<file path="src/rtl/pixel_frame_writer.sv">
// Subsampling framebuffer writer: qualifies the shaded pixel stream, writes a ping-pong BRAM,
// and swaps banks on vsync. Define PIXEL_CHECKSUM_EN to add a per-frame write checksum.
module pixel_frame_writer #(
   parameter int unsigned H_RES  = 1280,
   parameter int unsigned V_RES  = 720,
   parameter int unsigned DS     = 4,
   parameter int unsigned ADDR_W = 16,
   parameter logic [11:0] BG_RGB = 12'h000
) (
   input  logic              clk_in,
   input  logic              rst_in_n,
   input  logic [10:0]       x_in,
   input  logic [9:0]        y_in,
   input  logic [3:0]        r_in,
   input  logic [3:0]        g_in,
   input  logic [3:0]        b_in,
   input  logic              block_visible_in,
   input  logic              rgb_valid_in,
   input  logic              vsync_in,
   output logic              fb_wr_en,
   output logic              fb_wr_bank,
   output logic [ADDR_W-1:0] fb_wr_addr,
   output logic [11:0]       fb_wr_data,
   output logic              disp_bank_out,
   output logic              render_start_out,
   output logic              frame_done_out,
   output logic [15:0]       dropped_count_out,
   output logic [15:0]       frame_checksum_out
);

   localparam int unsigned DS_SH = $clog2(DS);
   localparam int unsigned COLS  = H_RES / DS;

   localparam logic [10:0] H_RES_X = 11'(H_RES);
   localparam logic [9:0]  V_RES_Y = 10'(V_RES);
   localparam logic [10:0] X_LAST  = 11'(H_RES - 1);
   localparam logic [9:0]  Y_LAST  = 10'(V_RES - 1);
   localparam logic [10:0] X_MASK  = 11'(DS - 1);
   localparam logic [9:0]  Y_MASK  = 10'(DS - 1);

   typedef enum logic [1:0] {
      S_IDLE      = 2'd0,
      S_RENDER    = 2'd1,
      S_WAIT_SWAP = 2'd2
   } state_t;

   state_t            state_q, state_d;
   logic              draw_bank_q, draw_bank_d;
   logic              disp_bank_q, disp_bank_d;
   logic              swap_pending_q, swap_pending_d;
   logic              vsync_q;
   logic              render_start_q, render_start_d;
   logic              frame_done_q, frame_done_d;
   logic [15:0]       drop_cnt_q, drop_cnt_d;

   logic              s1_valid_q, s1_valid_d;
   logic [10:0]       s1_x_q, s1_x_d;
   logic [9:0]        s1_y_q, s1_y_d;
   logic [11:0]       s1_data_q, s1_data_d;
   logic              s1_bank_q, s1_bank_d;

   logic              wr_en_q, wr_en_d;
   logic [ADDR_W-1:0] wr_addr_q, wr_addr_d;
   logic [11:0]       wr_data_q, wr_data_d;
   logic              wr_bank_q, wr_bank_d;

   logic              in_range_c;
   logic              on_grid_c;
   logic              is_last_c;
   logic              vsync_rise_c;
   logic              pipe_empty_c;
   logic              drop_c;

   assign in_range_c   = (x_in < H_RES_X) && (y_in < V_RES_Y);
   assign on_grid_c    = ((x_in & X_MASK) == 11'd0) && ((y_in & Y_MASK) == 10'd0);
   assign is_last_c    = (x_in == X_LAST) && (y_in == Y_LAST);
   assign vsync_rise_c = vsync_in & ~vsync_q;
   assign pipe_empty_c = ~s1_valid_q & ~wr_en_q;

   // Frame sequencing, pixel qualification (stage 1) and address formation (stage 2)
   always_comb begin
      state_d        = state_q;
      draw_bank_d    = draw_bank_q;
      disp_bank_d    = disp_bank_q;
      swap_pending_d = swap_pending_q;
      render_start_d = 1'b0;
      frame_done_d   = 1'b0;
      drop_c         = 1'b0;
      s1_valid_d     = 1'b0;
      s1_x_d         = 11'(x_in >> DS_SH);
      s1_y_d         = 10'(y_in >> DS_SH);
      s1_data_d      = block_visible_in ? {r_in, g_in, b_in} : BG_RGB;
      s1_bank_d      = draw_bank_q;

      unique case (state_q)
         S_IDLE: begin
            render_start_d = 1'b1;
            state_d        = S_RENDER;
         end
         S_RENDER: begin
            if (rgb_valid_in) begin
               if (!in_range_c) begin
                  drop_c = 1'b1;
               end else begin
                  s1_valid_d = on_grid_c;
                  if (is_last_c) begin
                     frame_done_d = 1'b1;
                     state_d      = S_WAIT_SWAP;
                  end
               end
            end
         end
         S_WAIT_SWAP: begin
            drop_c = rgb_valid_in;
            if (vsync_rise_c) begin
               swap_pending_d = 1'b1;
            end
            // Bank flips only once the last in-flight write has left the pipeline
            if (swap_pending_q && pipe_empty_c) begin
               disp_bank_d    = ~disp_bank_q;
               draw_bank_d    = disp_bank_q;
               render_start_d = 1'b1;
               swap_pending_d = 1'b0;
               state_d        = S_RENDER;
            end
         end
         default: state_d = S_IDLE;
      endcase

      drop_cnt_d = (drop_c && (drop_cnt_q != 16'hFFFF)) ? drop_cnt_q + 16'd1 : drop_cnt_q;

      wr_en_d   = s1_valid_q;
      wr_addr_d = ADDR_W'(s1_y_q) * ADDR_W'(COLS) + ADDR_W'(s1_x_q);
      wr_data_d = s1_data_q;
      wr_bank_d = s1_bank_q;
   end

   always_ff @(posedge clk_in or negedge rst_in_n) begin
      if (!rst_in_n) begin
         state_q        <= S_IDLE;
         draw_bank_q    <= 1'b1;
         disp_bank_q    <= 1'b0;
         swap_pending_q <= 1'b0;
         vsync_q        <= 1'b0;
         render_start_q <= 1'b0;
         frame_done_q   <= 1'b0;
         drop_cnt_q     <= 16'h0000;
         s1_valid_q     <= 1'b0;
         s1_x_q         <= 11'd0;
         s1_y_q         <= 10'd0;
         s1_data_q      <= 12'h000;
         s1_bank_q      <= 1'b0;
         wr_en_q        <= 1'b0;
         wr_addr_q      <= '0;
         wr_data_q      <= 12'h000;
         wr_bank_q      <= 1'b0;
      end else begin
         state_q        <= state_d;
         draw_bank_q    <= draw_bank_d;
         disp_bank_q    <= disp_bank_d;
         swap_pending_q <= swap_pending_d;
         vsync_q        <= vsync_in;
         render_start_q <= render_start_d;
         frame_done_q   <= frame_done_d;
         drop_cnt_q     <= drop_cnt_d;
         s1_valid_q     <= s1_valid_d;
         s1_x_q         <= s1_x_d;
         s1_y_q         <= s1_y_d;
         s1_data_q      <= s1_data_d;
         s1_bank_q      <= s1_bank_d;
         wr_en_q        <= wr_en_d;
         wr_addr_q      <= wr_addr_d;
         wr_data_q      <= wr_data_d;
         wr_bank_q      <= wr_bank_d;
      end
   end

`ifdef PIXEL_CHECKSUM_EN
   logic [15:0] acc_q;
   logic [15:0] acc_next_c;
   logic [15:0] csum_q;

   // Address 0 opens a new frame, so the running sum restarts from that pixel
   always_comb begin
      acc_next_c = acc_q;
      if (wr_en_q) begin
         acc_next_c = (wr_addr_q == '0) ? 16'(wr_data_q) : acc_q + 16'(wr_data_q);
      end
   end

   always_ff @(posedge clk_in or negedge rst_in_n) begin
      if (!rst_in_n) begin
         acc_q  <= 16'h0000;
         csum_q <= 16'h0000;
      end else begin
         acc_q <= acc_next_c;
         if (frame_done_q) begin
            csum_q <= acc_next_c;
         end
      end
   end

   assign frame_checksum_out = csum_q;
`else
   assign frame_checksum_out = 16'h0000;
`endif

   assign fb_wr_en          = wr_en_q;
   assign fb_wr_bank        = wr_bank_q;
   assign fb_wr_addr        = wr_addr_q;
   assign fb_wr_data        = wr_data_q;
   assign disp_bank_out     = disp_bank_q;
   assign render_start_out  = render_start_q;
   assign frame_done_out    = frame_done_q;
   assign dropped_count_out = drop_cnt_q;

endmodule

</file>
<file path="config.mk">
export PLATFORM = sky130hd
export DESIGN_NAME = pixel_frame_writer
export DESIGN_NICKNAME = d
export VERILOG_FILES = /design/src/rtl/pixel_frame_writer.sv
export SDC_FILE = /design/constraint.sdc
export NUM_CORES = 1
export LEC_CHECK = 0
export CAP_MARGIN = 20
export CORE_MARGIN = 8
export CORE_UTILIZATION = 51
export CTS_CLUSTER_SIZE = 30
export DETAILED_ROUTE_END_ITERATION = 6
export PLACE_DENSITY = 0.85
export SLEW_MARGIN = 10
export SYNTH_ARGS = -nofsm -noshare
export SYNTH_HDL_FRONTEND = slang
export SYNTH_SLANG_ARGS = --single-unit
</file>
<file path="constraint.sdc">
create_clock -name clk_in -period 4.6 [get_ports clk_in]
set_clock_uncertainty 0.15 [all_clocks]
set_input_delay 1.15 -clock clk_in [delete_from_list [all_inputs] [get_ports clk_in]]
set_output_delay 1.15 -clock clk_in [all_outputs]
set_load 0.05 [all_outputs]
</file>
# Word level (Yosys, flattened, before mapping)
# Cells that the tools add are included.
word_totals:
  register_bits: 85
  out_inout_bits: 65
classes:
  add_sub_neg: 2
  n_mul: 1
  order_cmp: 2
  eq_ne: 9
  n_mux: 20
  n_bitwise: 6
  n_reduce_logical: 12
op_table:
  columns: ["op", "n"]
  rows:
  - ["$add A16 B1 Y16 const B", 1]
  - ["$add A16 B9 Y16", 1]
  - ["$ne A16 B16 Y1 const B", 1]
  - ["$mux W1", 12]
  - ["$mux W12", 1]
  - ["$eq A11 B11 Y1 const B", 1]
  - ["$logic_not A11 Y1", 1]
  - ["$lt A11 B11 Y1 const B", 1]
  - ["$eq A10 B10 Y1 const B", 1]
  - ["$logic_not A10 Y1", 1]
  - ["$lt A10 B10 Y1 const B", 1]
  - ["$mul A8 B3 Y10 const B", 1]
  - ["$mux W2", 4]
  - ["$ne A2 B2 Y1 const B", 4]
  - ["$pmux W2 S3", 1]
  - ["$logic_and A1 B1 Y1", 5]
  - ["$not A1 Y1", 4]
  - ["$pmux W1 S2", 2]
  - ["$reduce_and A2 Y1", 2]
  - ["$reduce_and A4 Y1", 1]
  - ["$and A1 B1 Y1", 2]
  - ["$eq A2 B1 Y1 const B", 1]
  - ["$eq A2 B2 Y1 const B", 1]
  - ["$logic_not A2 Y1", 1]
  - ["$reduce_bool A2 Y1", 1]

# Logic depth before layout (Yosys ltp)
# Gate-level depths: netlist (run 1).
logic_depth:
  word_depth: 6
  mapped_depth: 9
  mapped_depth_nobuf: 9

# Worst setup path before layout (run 1)
# OpenSTA, ideal clock, no wires.
synth_path:
  path_type: "register -> register"
  startpoint: "reg s1_y_q[1]"
  endpoint: "reg wr_addr_q[15] (netlist: fb_wr_addr[15])"
  setup_ps: 129
  t_arrival_ps: 2242
  required_ps: 4321
  setup_slack_ps: 2079
  stages_incl_launch_ff: 9
  n_path_buf: 0
  synth_period_minus_slack_ps: 2521
  cell_sequence: "dfrtp_1 -> ha_1 -> ha_1 -> inv_1 -> fa_1 -> nor4b_1 -> nor2b_1 -> nand4_1 -> xnor2_1"
synth_via:
  elab_chain_cells: 2
synth_rtl:
  columns: ["element", "line_no", "source"]
  rows:
  - ["from (decl)", "58", "logic [9:0] s1_y_q, s1_y_d;"]
  - ["from (signal assigned)", "168", "s1_y_q <= s1_y_d;"]
  - ["$mul A8 B3 Y10", "133", "wr_addr_d = ADDR_W'(s1_y_q) * ADDR_W'(COLS) + ADDR_W'(s1_x_q);"]
  - ["$add A16 B9 Y16", "133", null]
  - ["via wr_addr_d[15]", "63", "logic [ADDR_W-1:0] wr_addr_q, wr_addr_d;"]
  - ["to (signal assigned)", "172", "wr_addr_q <= wr_addr_d;"]
  - ["to (decl)", "63", null]
# The timed path passes the listed nets, and every way through them passes these cells.
# A chain may end at the register's enable or synchronous reset.

# Worst setup path in the final report (run 1)
layout_path:
  startpoint: "reg drop_cnt_q[2] (netlist: dropped_count_out[2])"
  endpoint: "out dropped_count_out[2]"
layout_lines:
  columns: ["element", "line_no", "source"]
  rows:
  - ["from (decl)", "54", "logic [15:0] drop_cnt_q, drop_cnt_d;"]
  - ["from (signal assigned)", "165", "drop_cnt_q <= drop_cnt_d;"]
  - ["to (decl)", "27", "output logic [15:0] dropped_count_out,"]
# No word-level cell between the ends.

==> out/qor.csv, run 1 <==
stage;metric;value;unit
finish;Area Growth Syn to Fin;32.0;%
drt;DRC;0;
setup_path;R2R Setup Slk;1.80;ns
pwr;Pwr Density;434;mW/mm^2
placement;Post-DP HPWL;5.39;mm
global_route;met3 GRT Util;4.09;%
clock_tree;CTS H-tree lvls;3;
drt;Final ANT Viol Nets;0;
setup_path;CP delay by family, top;buffers and inverters;
global_route;largest net degree at the start of global routing;86;
sta;Slew Limit Fails;0;
pwr;Int Power;1310;uW
setup_path;worst path required time;3.30;ns
clock_tree;CTS resizes;0;
placement;Port Buffers;86;
drt;1st-iter DRT viols;54;
sta;Final Setup Violations;0;
finish;Fillers;495;
finish;most frequent cells in the layout;clkdlybuf4s50_1 (85), dfrtp_1 (84), xnor2_1 (21);
setup_path;crit path max-delay cell type;clkdlybuf4s50_1;
pwr;NetSw;687;uW
floorplan;Initial Utilization;52.0;%
worst_hold_path;worst hold-check path type;flop to flop;
synthesis;asr flop ratio synth;100;%
setup_path;Worst Path Arrival;1.65;ns
sta;Slew HR;63.9;%
pwr;Clk pwr share;27.2;%
finish;Reg area;0.00213;mm^2
clock_tree;CTS tree;built;
synthesis;Mean Syn Cell Area;13.1;um^2
sta;Slew @ Worst Pin;0.540;ns
status;status;complete, no violations;
pwr;Sw Share;34.3;%
setup_path;worst path bufs/invs;1;
pwr;combinational share of power;29.5;%
job;maxcap violations;0;
global_route;first-pass GRT wire length;11.7;mm
finish;fin nets;421;
finish;footprint of the multi-input gates;0.00123;mm^2
finish;layout cell share with drive strength beyond 1;7.36;%
placement;final weighted congestion in routability-driven placement;0.813;
floorplan;IO Count;103;
setup_path;CP max stage delay;0.85;ns
clock_tree;root buf cell;clkbuf_8;
synthesis;post-synthesis cell area;0.00349;mm^2
floorplan;Die Span Y;98.7;um
drt;Avg Vias per Cell;5.08;
global_route;GR Util All Layers;15.4;%
clock_tree;hold_buf cts;0;
sta;f_max;0.339;GHz
setup_path;Critical Path Source Type;flop;
synthesis;Post-synth EDFFs;0;
synthesis;Synth cell types;45;
global_route;total grt overflow;0;
synthesis;sequential share of the synthesized area;61.0;%
pwr;sequential share of power;43.3;%
drt;DR vias;2271;
synthesis;warnings from Yosys;0;
floorplan;core area;0.00672;mm^2
finish;post-layout util;68.6;%
sta;fin crit share;64.1;%
pwr;total chip power;2000;uW
pwr;P_leak;0.00208;uW
global_route;GR peak layer;met2;
sta;RSZ-0062 raised after global routing;no;
sta;setup TNS;0;ns
drt;DRT Pass-1 Iters;4;
global_route;GR Util met2;26.5;%
floorplan;placement row count;30;
pwr;Max VDD drop;180;uV
clock_tree;post-CTS setup buffers;0;
synthesis;Mapped Cells;267;
drt;Routed WL;7.18;mm
synthesis;Yosys reg bits;85;
clock_tree;Worst-path clk slew;0.09;ns
sta;min Tclk post-route;2.95;ns
synthesis;top_reg_cell synth;dfrtp_1;
setup_path;CP Cell Sequence;clkdlybuf4s50_1;
setup_path;crit path kind;flop to primary output;
finish;most common cell after layout, fill and taps aside;clkdlybuf4s50_1;
setup_path;CP max FO;6;
clock_tree;clk sinks;85;
floorplan;die width;98.7;um
drt;wire per inst;16.1;um
clock_tree;Skew-Pair Late Insertion Delay;0.34;ns
sta;final hold vios;0;
setup_path;Crit. End Element;primary output;
clock_tree;clock tree buffer depth;2;
global_route;initial antenna violation count;0;
global_route;vias in the first global route;2434;
finish;n_diodes;0;
floorplan;die area;0.00975;mm^2
global_route;grt met1 use;16.7;%
clock_tree;Num CTS Buffers;9;
## synthesized netlist by cell type, types with 2 or more instances
| library cell | count | share of area [%] |
|---|---|---|
| o21ai_0 | 5 | 0.72 |
| nand3_1 | 8 | 1.1 |
| xnor2_1 | 21 | 5.3 |
| ha_1 | 19 | 6.8 |
| buf_4 | 16 | 3.4 |
| a21oi_1 | 5 | 0.72 |
| nor2_1 | 12 | 1.3 |
| fa_1 | 2 | 1.1 |
| xor2_1 | 6 | 1.5 |
| and2_1 | 13 | 2.3 |
| inv_1 | 13 | 1.4 |
| nor3b_1 | 2 | 0.43 |
| a211oi_1 | 3 | 0.65 |
| nor2b_1 | 2 | 0.36 |
| nand2_1 | 8 | 0.86 |
| nand4_1 | 11 | 2.0 |
| a31oi_1 | 2 | 0.36 |
| dfrtp_1 | 84 | 60 |
| o2111ai_1 | 2 | 0.50 |
| and3_1 | 8 | 1.4 |
## sequential cells by signal, indices dropped and copies added (netlist names), 2 cells and up
name and count:
fb_wr_data 12, s1_data_q 12, s1_y_q 8, s1_x_q 9, dropped_count_out 16, fb_wr_addr 16
state_q 2
## worst paths after layout
kind | start | endpoint | depth (start not counted)
worst max-delay path | dropped_count_out[2] | dropped_count_out[2] | 1
worst min-delay path | s1_x_q[4] | fb_wr_addr[4] | 0
worst max register to register | s1_y_q[1] | fb_wr_addr[15] | 8
worst min register to register | s1_x_q[4] | fb_wr_addr[4] | 0
max in group asynchronous | rst_in_n | draw_bank_q | 2
min in group asynchronous | rst_in_n | fb_wr_addr[12] | 1
## layer usage
| metal | part of all wire [%] | vias to the layer above | routed length (um) |
|---|---|---|---|
| li1 | - | 1076 | - |
| met1 | 40 | 1111 | 2860 |
| met2 | 51 | 66 | 3690 |
| met4 | 3.7 | 0 | 265 |
| met5 | 0 | - | 0 |
| met3 | 5.0 | 18 | 357 |
## power by group through the flow
stage | sequential [uW] | combinational [uW] | clock [uW]
5_1_grt | 875 | 628 | 590
3_5_place_dp | 881 | 590 | 0
4_1_cts | 866 | 593 | 559
2_1_floorplan | 1080 | 197 | 0
6_report | 866 | 591 | 544
3_3_place_gp | 878 | 577 | 0
## logic make-up (layout without fill, tap and decap cells)
group / after synthesis / count (layout) / synth area share (%)
AOI/OAI and AO/OA: 24 / 24 / 5.38
xor gates and xnor gates: 27 / 27 / 6.77
adders and majority gates: 21 / 21 / 7.96
buffers and inverters: 31 / 116 / 5.27
DFF: 85 / 85 / 61.0
muxes: 3 / 3 / 0.932
other: 1 / 16 / 0.107
and+or+nand+nor: 75 / 75 / 12.6
## cell type report
cell class,count,share of cell area (%)
multi-input combinational,166,26.8
inverter,13,1.06
sequential,85,46.2
clock buffer,11,3.29
clock inverter,5,1.25
tap,80,2.17
timing repair buffer,87,19.2
## per-stage QoR
stage                     std cells  instance area (um^2)  setup slack (ns)  hold WS (ns)
final                           447                  4610              1.65         0.200
after floorplan                 282                  3550              2.08         0.181
after global routing            447                  4610              1.60         0.208
after CTS                       446                  4580              1.63         0.202
after detailed placement        430                  4370              1.38         0.185
after global placement          430                  4370              1.45         0.183
(Power assumes the default switching activity.)
==> run 2: changes to the inputs <==
--- a/config.mk
+++ b/config.mk
@@ -7,10 +7,10 @@
 export LEC_CHECK = 0
 export CAP_MARGIN = 20
 export CORE_MARGIN = 8
-export CORE_UTILIZATION = 51
+export CORE_UTILIZATION = 47
 export CTS_CLUSTER_SIZE = 30
 export DETAILED_ROUTE_END_ITERATION = 6
-export PLACE_DENSITY = 0.85
+export PLACE_DENSITY = 0.8
 export SLEW_MARGIN = 10
 export SYNTH_ARGS = -nofsm -noshare
 export SYNTH_HDL_FRONTEND = slang
==> constraint.sdc (replaced) <==
create_clock -name clk_in -period 2.8 [get_ports clk_in]
set_clock_uncertainty 0.15 [all_clocks]
set_input_delay 0.7 -clock clk_in [delete_from_list [all_inputs] [get_ports clk_in]]
set_output_delay 0.7 -clock clk_in [all_outputs]
set_load 0.05 [all_outputs]
==> out/qor.csv, run 2 (synthesis results as in run 1) <==
stage;metric;value;unit;change
floorplan;IO Count;103;;unchanged
drt;DRT Pass-1 Iters;4;;unchanged
sta;Slew HR;64.5;%;+0.61 points
setup_path;Crit. End Element;flop;;
sta;final hold vios;0;;unchanged
sta;Final Setup Violations;0;;unchanged
setup_path;worst path bufs/invs;1;;unchanged
pwr;NetSw;1140;uW;+66%
pwr;combinational share of power;30.2;%;+0.7 points
setup_path;CP max FO;3;;-3
clock_tree;clk sinks;85;;unchanged
clock_tree;clock tree buffer depth;2;;unchanged
pwr;sequential share of power;43.6;%;+0.3 points
setup_path;Critical Path Source Type;flop;;
setup_path;most frequent CP cell;ha_1;;
sta;Slew Limit Fails;0;;unchanged
drt;Avg Vias per Cell;4.84;;-4.6%
finish;post-layout util;64.5;%;-4.1 points
setup_path;Worst Path Arrival;2.66;ns;+1.01 ns
global_route;first-pass GRT wire length;12.1;mm;+3.5%
finish;layout cell share with drive strength beyond 1;8.38;%;+1.0 points
placement;Port Buffers;86;;unchanged
setup_path;worst path required time;2.88;ns;-0.42 ns
worst_hold_path;worst hold-check path type;input pin to asynchronous set/reset pin;;
pwr;Pwr Density;702;mW/mm^2;+62%
drt;Final ANT Viol Nets;0;;unchanged
sta;fin crit share;92.3;%;
floorplan;die area;0.0104;mm^2;+7.1%
clock_tree;Num CTS Buffers;9;;unchanged
floorplan;Die Span Y;102;um;+3.5%
placement;Inst Count DP;453;;+5.3%
setup_path;crit path kind;flop to flop;;
global_route;total grt overflow;0;;unchanged
finish;fin nets;424;;+0.71%
setup_path;CP max stage delay;0.49;ns;-0.36 ns
clock_tree;CTS H-tree lvls;3;;unchanged
sta;Slew @ Worst Pin;0.531;ns;-0.00908 ns
job;maxcap violations;0;;unchanged
pwr;Int Power;2120;uW;+62%
finish;Finished Layout Cells;469;;+4.9%
finish;Area Growth Syn to Fin;33.2;%;
drt;Routed WL;7.34;mm;+2.2%
finish;most frequent cells in the layout;clkdlybuf4s50_1 (85), dfrtp_1 (84), xnor2_1 (21);;
floorplan;die width;102;um;+3.5%
floorplan;core area;0.00721;mm^2;+7.4%
global_route;GR Util All Layers;15.3;%;-0.11 points
setup_path;CP Cell Sequence;ha_1 -> ha_1 -> inv_1 -> fa_1 -> nor2b_4 -> o311a_1 -> or4b_4 -> o311ai_2 -> xnor2_1;;
drt;1st-iter DRT viols;59;;+9.3%
global_route;vias in the first global route;2417;;-0.70%
status;status;complete, no violations;;
global_route;initial antenna violation count;0;;unchanged
finish;most common cell after layout, fill and taps aside;clkdlybuf4s50_1;;
clock_tree;root buf cell;clkbuf_8;;
pwr;Clk pwr share;26.2;%;-1.0 points
sta;f_max;0.387;GHz;
clock_tree;CTS tree;built;;
setup_path;crit path max-delay cell type;or4b_4;;
sta;min Tclk post-route;2.58;ns;
clock_tree;Skew-Pair Late Insertion Delay;0.35;ns;about the same
finish;Fillers;595;;+20%
clock_tree;Worst-path clk slew;0.09;ns;about the same
sta;setup TNS;0;ns;unchanged
placement;Post-DP HPWL;5.74;mm;+6.5%
finish;n_diodes;0;;unchanged
global_route;largest net degree at the start of global routing;47;;-45%
sta;RSZ-0062 raised after global routing;no;;
placement;final weighted congestion in routability-driven placement;0.827;;+1.8%
pwr;P_leak;0.00209;uW;+0.54%
drt;wire per inst;15.6;um;-2.6%
setup_path;CP delay by family, top;adder cells;;
clock_tree;post-CTS setup buffers;0;;unchanged
floorplan;placement row count;31;;+3.3%
drt;DRC;0;;unchanged
pwr;Sw Share;35.0;%;+0.66 points
floorplan;Initial Utilization;48.4;%;-3.6 points
pwr;Max VDD drop;321;uV;+79%
drt;DR vias;2272;;+0.044%
[run 2: cell types whose count changed in the layout (fill, tap and decap cells not counted)]
cell,previous run,this run
nor4b_2,0,1
inv_6,1,3
buf_4,1,3
buf_16,1,0
buf_12,0,2
nor4b_1,1,0
clkinv_2,2,3
clkinv_4,1,0
clkbuf_8,11,9
[run 2: layout make-up]
| class | count | area (um^2) | area share, % |
|---|---|---|---|
| flip-flops and latches | 85 | 2130 | 45.8 |
| multi-input cells | 166 | 1240 | 26.7 |
| repair buffers | 90 | 913 | 19.6 |
| clock buffers | 9 | 124 | 2.66 |
| well taps | 99 | 124 | 2.66 |
| clock inverters | 7 | 71.3 | 1.53 |
| inverters | 13 | 48.8 | 1.05 |
[run 2: worst paths after layout]
kind	to	slack, ns	start	cells after the start
max	fb_wr_addr[15]	0.22	s1_y_q[1]	9
min	fb_wr_addr[7]	0.16	rst_in_n	1
max reg2reg	fb_wr_addr[15]	0.22	s1_y_q[1]	9
min reg2reg	fb_wr_data[9]	0.20	s1_data_q[9]	0
max in group asynchronous	draw_bank_q	1.65	rst_in_n	2
min in group clk_in	fb_wr_data[9]	0.20	s1_data_q[9]	0
[run 2: power by group through the flow]
stage | Sequential [uW] | Combinational (uW) | Clock, uW
2_1_floorplan | 1770 | 324 | 0
3_3_place_gp | 1440 | 971 | 0
3_5_place_dp | 1450 | 988 | 0
4_1_cts | 1430 | 992 | 876
5_1_grt | 1440 | 1060 | 941
6_report | 1420 | 986 | 856
[run 2: repair_timing]
action | 4_1_cts | 5_1_grt
hold buffers | 0 | 0
endpoints found under the setup margin | 0 | 1
resized for setup | 0 | 1
endpoints found under the hold margin | 0 | 0
[run 2: layer usage]
metal	vias up	wire length (um)	track usage [%]
li1	1078	-	-
met1	1121	2930	17.3
met2	61	3880	26.1
met3	12	391	4.77
met5	-	0	0
met4	0	139	6.55
[run 2: worst register-to-register path, cell delays in order, from the launching register on]
cell,delay [ns]
dfrtp_1,0.41
ha_1,0.31
ha_1,0.21
inv_1,0.07
fa_1,0.24
nor2b_4,0.06
o311a_1,0.31
or4b_4,0.49
o311ai_2,0.10
xnor2_1,0.11
[run 2: metrics by stage]
step	power [uW]	hold WS [ns]	cell area, um^2	setup slack (ns)
after floorplan	2090	0.181	3550	0.279
after global placement	2420	0.183	4450	0.211
after detailed placement	2440	0.186	4450	0.170
after CTS	3290	0.176	4640	0.147
after global routing	3440	0.193	4650	0.0721
final	3260	0.156	4650	0.216
==> run 3: changes to the inputs <==
--- a/config.mk
+++ b/config.mk
@@ -5,9 +5,10 @@
 export SDC_FILE = /design/constraint.sdc
 export NUM_CORES = 1
 export LEC_CHECK = 0
+export ABC_AREA = 1
 export CAP_MARGIN = 20
 export CORE_MARGIN = 8
-export CORE_UTILIZATION = 47
+export CORE_UTILIZATION = 49
 export CTS_CLUSTER_SIZE = 30
 export DETAILED_ROUTE_END_ITERATION = 6
 export PLACE_DENSITY = 0.8
==> out/qor.csv, run 3 <==
stage;metric;value;unit;change
synthesis;Yosys reg bits;85;;unchanged
sta;Slew @ Worst Pin;0.552;ns;+0.0213 ns
floorplan;core area;0.00777;mm^2;+7.7%
sta;Final Setup Violations;0;;unchanged
clock_tree;CTS H-tree lvls;3;;unchanged
finish;most common cell after layout, fill and taps aside;nand2_1;;
floorplan;die area;0.0112;mm^2;+7.4%
clock_tree;Skew-Pair Late Insertion Delay;0.35;ns;about the same
sta;minimum hold slack;0.131;ns;-0.0247 ns
job;maxcap violations;0;;unchanged
global_route;initial antenna violation count;0;;unchanged
setup_path;R2R Setup Slk;0.21;ns;about the same
drt;DR vias;3188;;+40%
sta;f_max;0.387;GHz;about the same
finish;Area Growth Syn to Fin;29.2;%;
placement;Port Buffers;86;;unchanged
synthesis;count leader, synth;nand2_1;;
synthesis;top cells by count, synth;nand2_1 (131), dfrtp_1 (84), inv_1 (57);;
global_route;largest net degree at the start of global routing;37;;-21%
sta;Slew HR;63.1;%;-1.4 points
clock_tree;Worst-path clk slew;0.09;ns;about the same
clock_tree;post-CTS setup buffers;0;;unchanged
placement;Post-DP HPWL;6.93;mm;+21%
finish;layout cell share with drive strength beyond 1;5.94;%;-2.4 points
clock_tree;CTS resizes;0;;unchanged
pwr;total chip power;3690;uW;+13%
clock_tree;clk sinks;85;;unchanged
drt;Final ANT Viol Nets;0;;unchanged
drt;wire per inst;13.9;um;-11%
synthesis;sequential share of the synthesized area;53.8;%;-7.2 points
pwr;Pwr Density;721;mW/mm^2;+2.7%
global_route;vias in the first global route;3234;;+34%
setup_path;worst path required time;2.94;ns;+0.06 ns
synthesis;Mapped Cells;438;;+64%
placement;placed instance area;0.00489;mm^2;+9.9%
synthesis;Yosys top cell area share;53.1;%;-7.1 points
setup_path;Critical Path Source Type;flop;;
finish;final instance area;0.00511;mm^2;+10%
drt;Routed WL;8.90;mm;+21%
setup_path;R2R cell count;11;;+2
floorplan;Die Span Y;106;um;+3.6%
synthesis;warnings from Yosys;0;;unchanged
floorplan;die width;106;um;+3.6%
setup_path;Reg2Reg Capture Point;fb_wr_addr[15];;
setup_path;r2r startpoint;s1_y_q[1];;
drt;DRC;0;;unchanged
status;status;complete, no violations;;
synthesis;post-synth top area cell;dfrtp_1;;
floorplan;placement row count;32;;+3.2%
synthesis;Mean Syn Cell Area;9.04;um^2;-31%
synthesis;asr flop ratio synth;100;%;unchanged
pwr;P_leak;0.00258;uW;+23%
global_route;first-pass GRT wire length;15.1;mm;+25%
drt;Avg Vias per Cell;4.97;;+2.7%
drt;DRT Pass-1 Iters;4;;unchanged
setup_path;crit path kind;flop to flop;;
floorplan;Initial Utilization;51.0;%;+2.6 points
drt;1st-iter DRT viols;154;;+160%
sta;fin crit share;92.4;%;about the same
sta;Slew Limit Fails;0;;unchanged
sta;RSZ-0062 raised after global routing;no;;
synthesis;post-synthesis cell area;0.00396;mm^2;+13%
worst_hold_path;worst hold-check path type;input pin to asynchronous set/reset pin;;
setup_path;Worst Path Arrival;2.72;ns;+0.06 ns
placement;final weighted congestion in routability-driven placement;0.924;;+12%
pwr;Max VDD drop;342;uV;+6.4%
finish;most frequent cells in the layout;nand2_1 (131), clkdlybuf4s50_1 (85), dfrtp_1 (84);;
sta;final hold vios;0;;unchanged
sta;min Tclk post-route;2.59;ns;+0.00223 ns
sta;setup TNS;0;ns;unchanged
clock_tree;root buf cell;clkbuf_8;;
setup_path;Crit. End Element;flop;;
synthesis;Post-synth EDFFs;0;;unchanged
finish;n_diodes;0;;unchanged
setup_path;end of the critical path;fb_wr_addr[15];;
floorplan;IO Count;103;;unchanged
global_route;total grt overflow;0;;unchanged
synthesis;Synth cell types;29;;-36%
clock_tree;Num CTS Buffers;9;;unchanged
synthesis;top_reg_cell synth;dfrtp_1;;
clock_tree;hold_buf cts;0;;unchanged
clock_tree;clock tree buffer depth;2;;unchanged
setup_path;CP max FO;5;;+2
clock_tree;CTS tree;built;;
finish;fin nets;593;;+40%
finish;Fillers;631;;+6.1%
global_route;GR Util All Layers;16.7;%;+1.4 points
synthesis;largest cells by area after synthesis;dfrtp_1 (53%), nand2_1 (12%), ha_1 (6.0%);;
setup_path;CP startpoint;s1_y_q[1];;
run 3: kinds of logic (layout without fill, tap and decap cells):
logic type / Yosys count / after routing / synth area share, %
and+or+nand+nor: 230 / 230 / 26.0
DFF: 85 / 85 / 53.8
buffers and inverters: 80 / 166 / 9.36
adders and majority gates: 21 / 21 / 7.02
xor gates and xnor gates: 12 / 12 / 2.66
AOI/OAI and AO/OA: 9 / 9 / 1.14
other: 1 / 16 / 0.0948
run 3: final cells by class:
type	instances	area [um^2]	share of cell area (%)
Sequential cell	85	2130	41.6
Clock inverter	7	103	2.01
Multi-Input combinational cell	288	1520	29.6
Clock buffer	9	124	2.42
Tap cell	102	128	2.50
Timing Repair Buffer	91	896	17.5
Inverter	59	221	4.33
run 3: worst min-delay path by stage:
stage,slack [ns],endpoint,startpoint,depth (start not counted)
finish,0.13,fb_wr_addr[5],rst_in_n,1
global route,0.14,fb_wr_addr[5],rst_in_n,1
CTS,0.13,fb_wr_addr[5],rst_in_n,1
detailed placement,0.18,fb_wr_data[11],s1_data_q[11],0
global placement,0.18,fb_wr_data[0],s1_data_q[0],0
floorplan,0.18,fb_wr_addr[0],s1_x_q[0],0
run 3: worst max-delay path, cell delays in order, from the launching register on:
cell and delay, ns:
dfrtp_1 0.41, ha_1 0.29, ha_1 0.19, inv_1 0.06, fa_1 0.40, xnor2_1 0.36, inv_1 0.10, a21oi_1 0.21
nand2_1 0.07, nor2_1 0.14, nand3_1 0.09, nand2_1 0.08
run 3: power by group:
part / total, uW / switching (uW) / internal, uW
logic: 1230 / 837 / 397
registers: 1480 / 101 / 1380
clock network: 973 / 458 / 515
run 3: layer usage:
| layer | routed length, um | track usage [%] | vias to the layer above |
|---|---|---|---|
| met4 | 159 | 6.13 | 0 |
| met1 | 3760 | 19.5 | 1516 |
| li1 | - | - | 1543 |
| met2 | 4330 | 28.0 | 113 |
| met5 | 0 | 0 | - |
| met3 | 650 | 5.54 | 16 |
run 3: through the flow:
step / setup slack, ns / instances / util (%)
finish: 0.213 / 641 / 65.9
global route: 0.00603 / 641 / 65.9
CTS: 0.221 / 641 / 65.9
global placement: 0.392 / 625 / 62.9
detailed placement: 0.285 / 625 / 62.9
floorplan: 0.489 / 453 / -
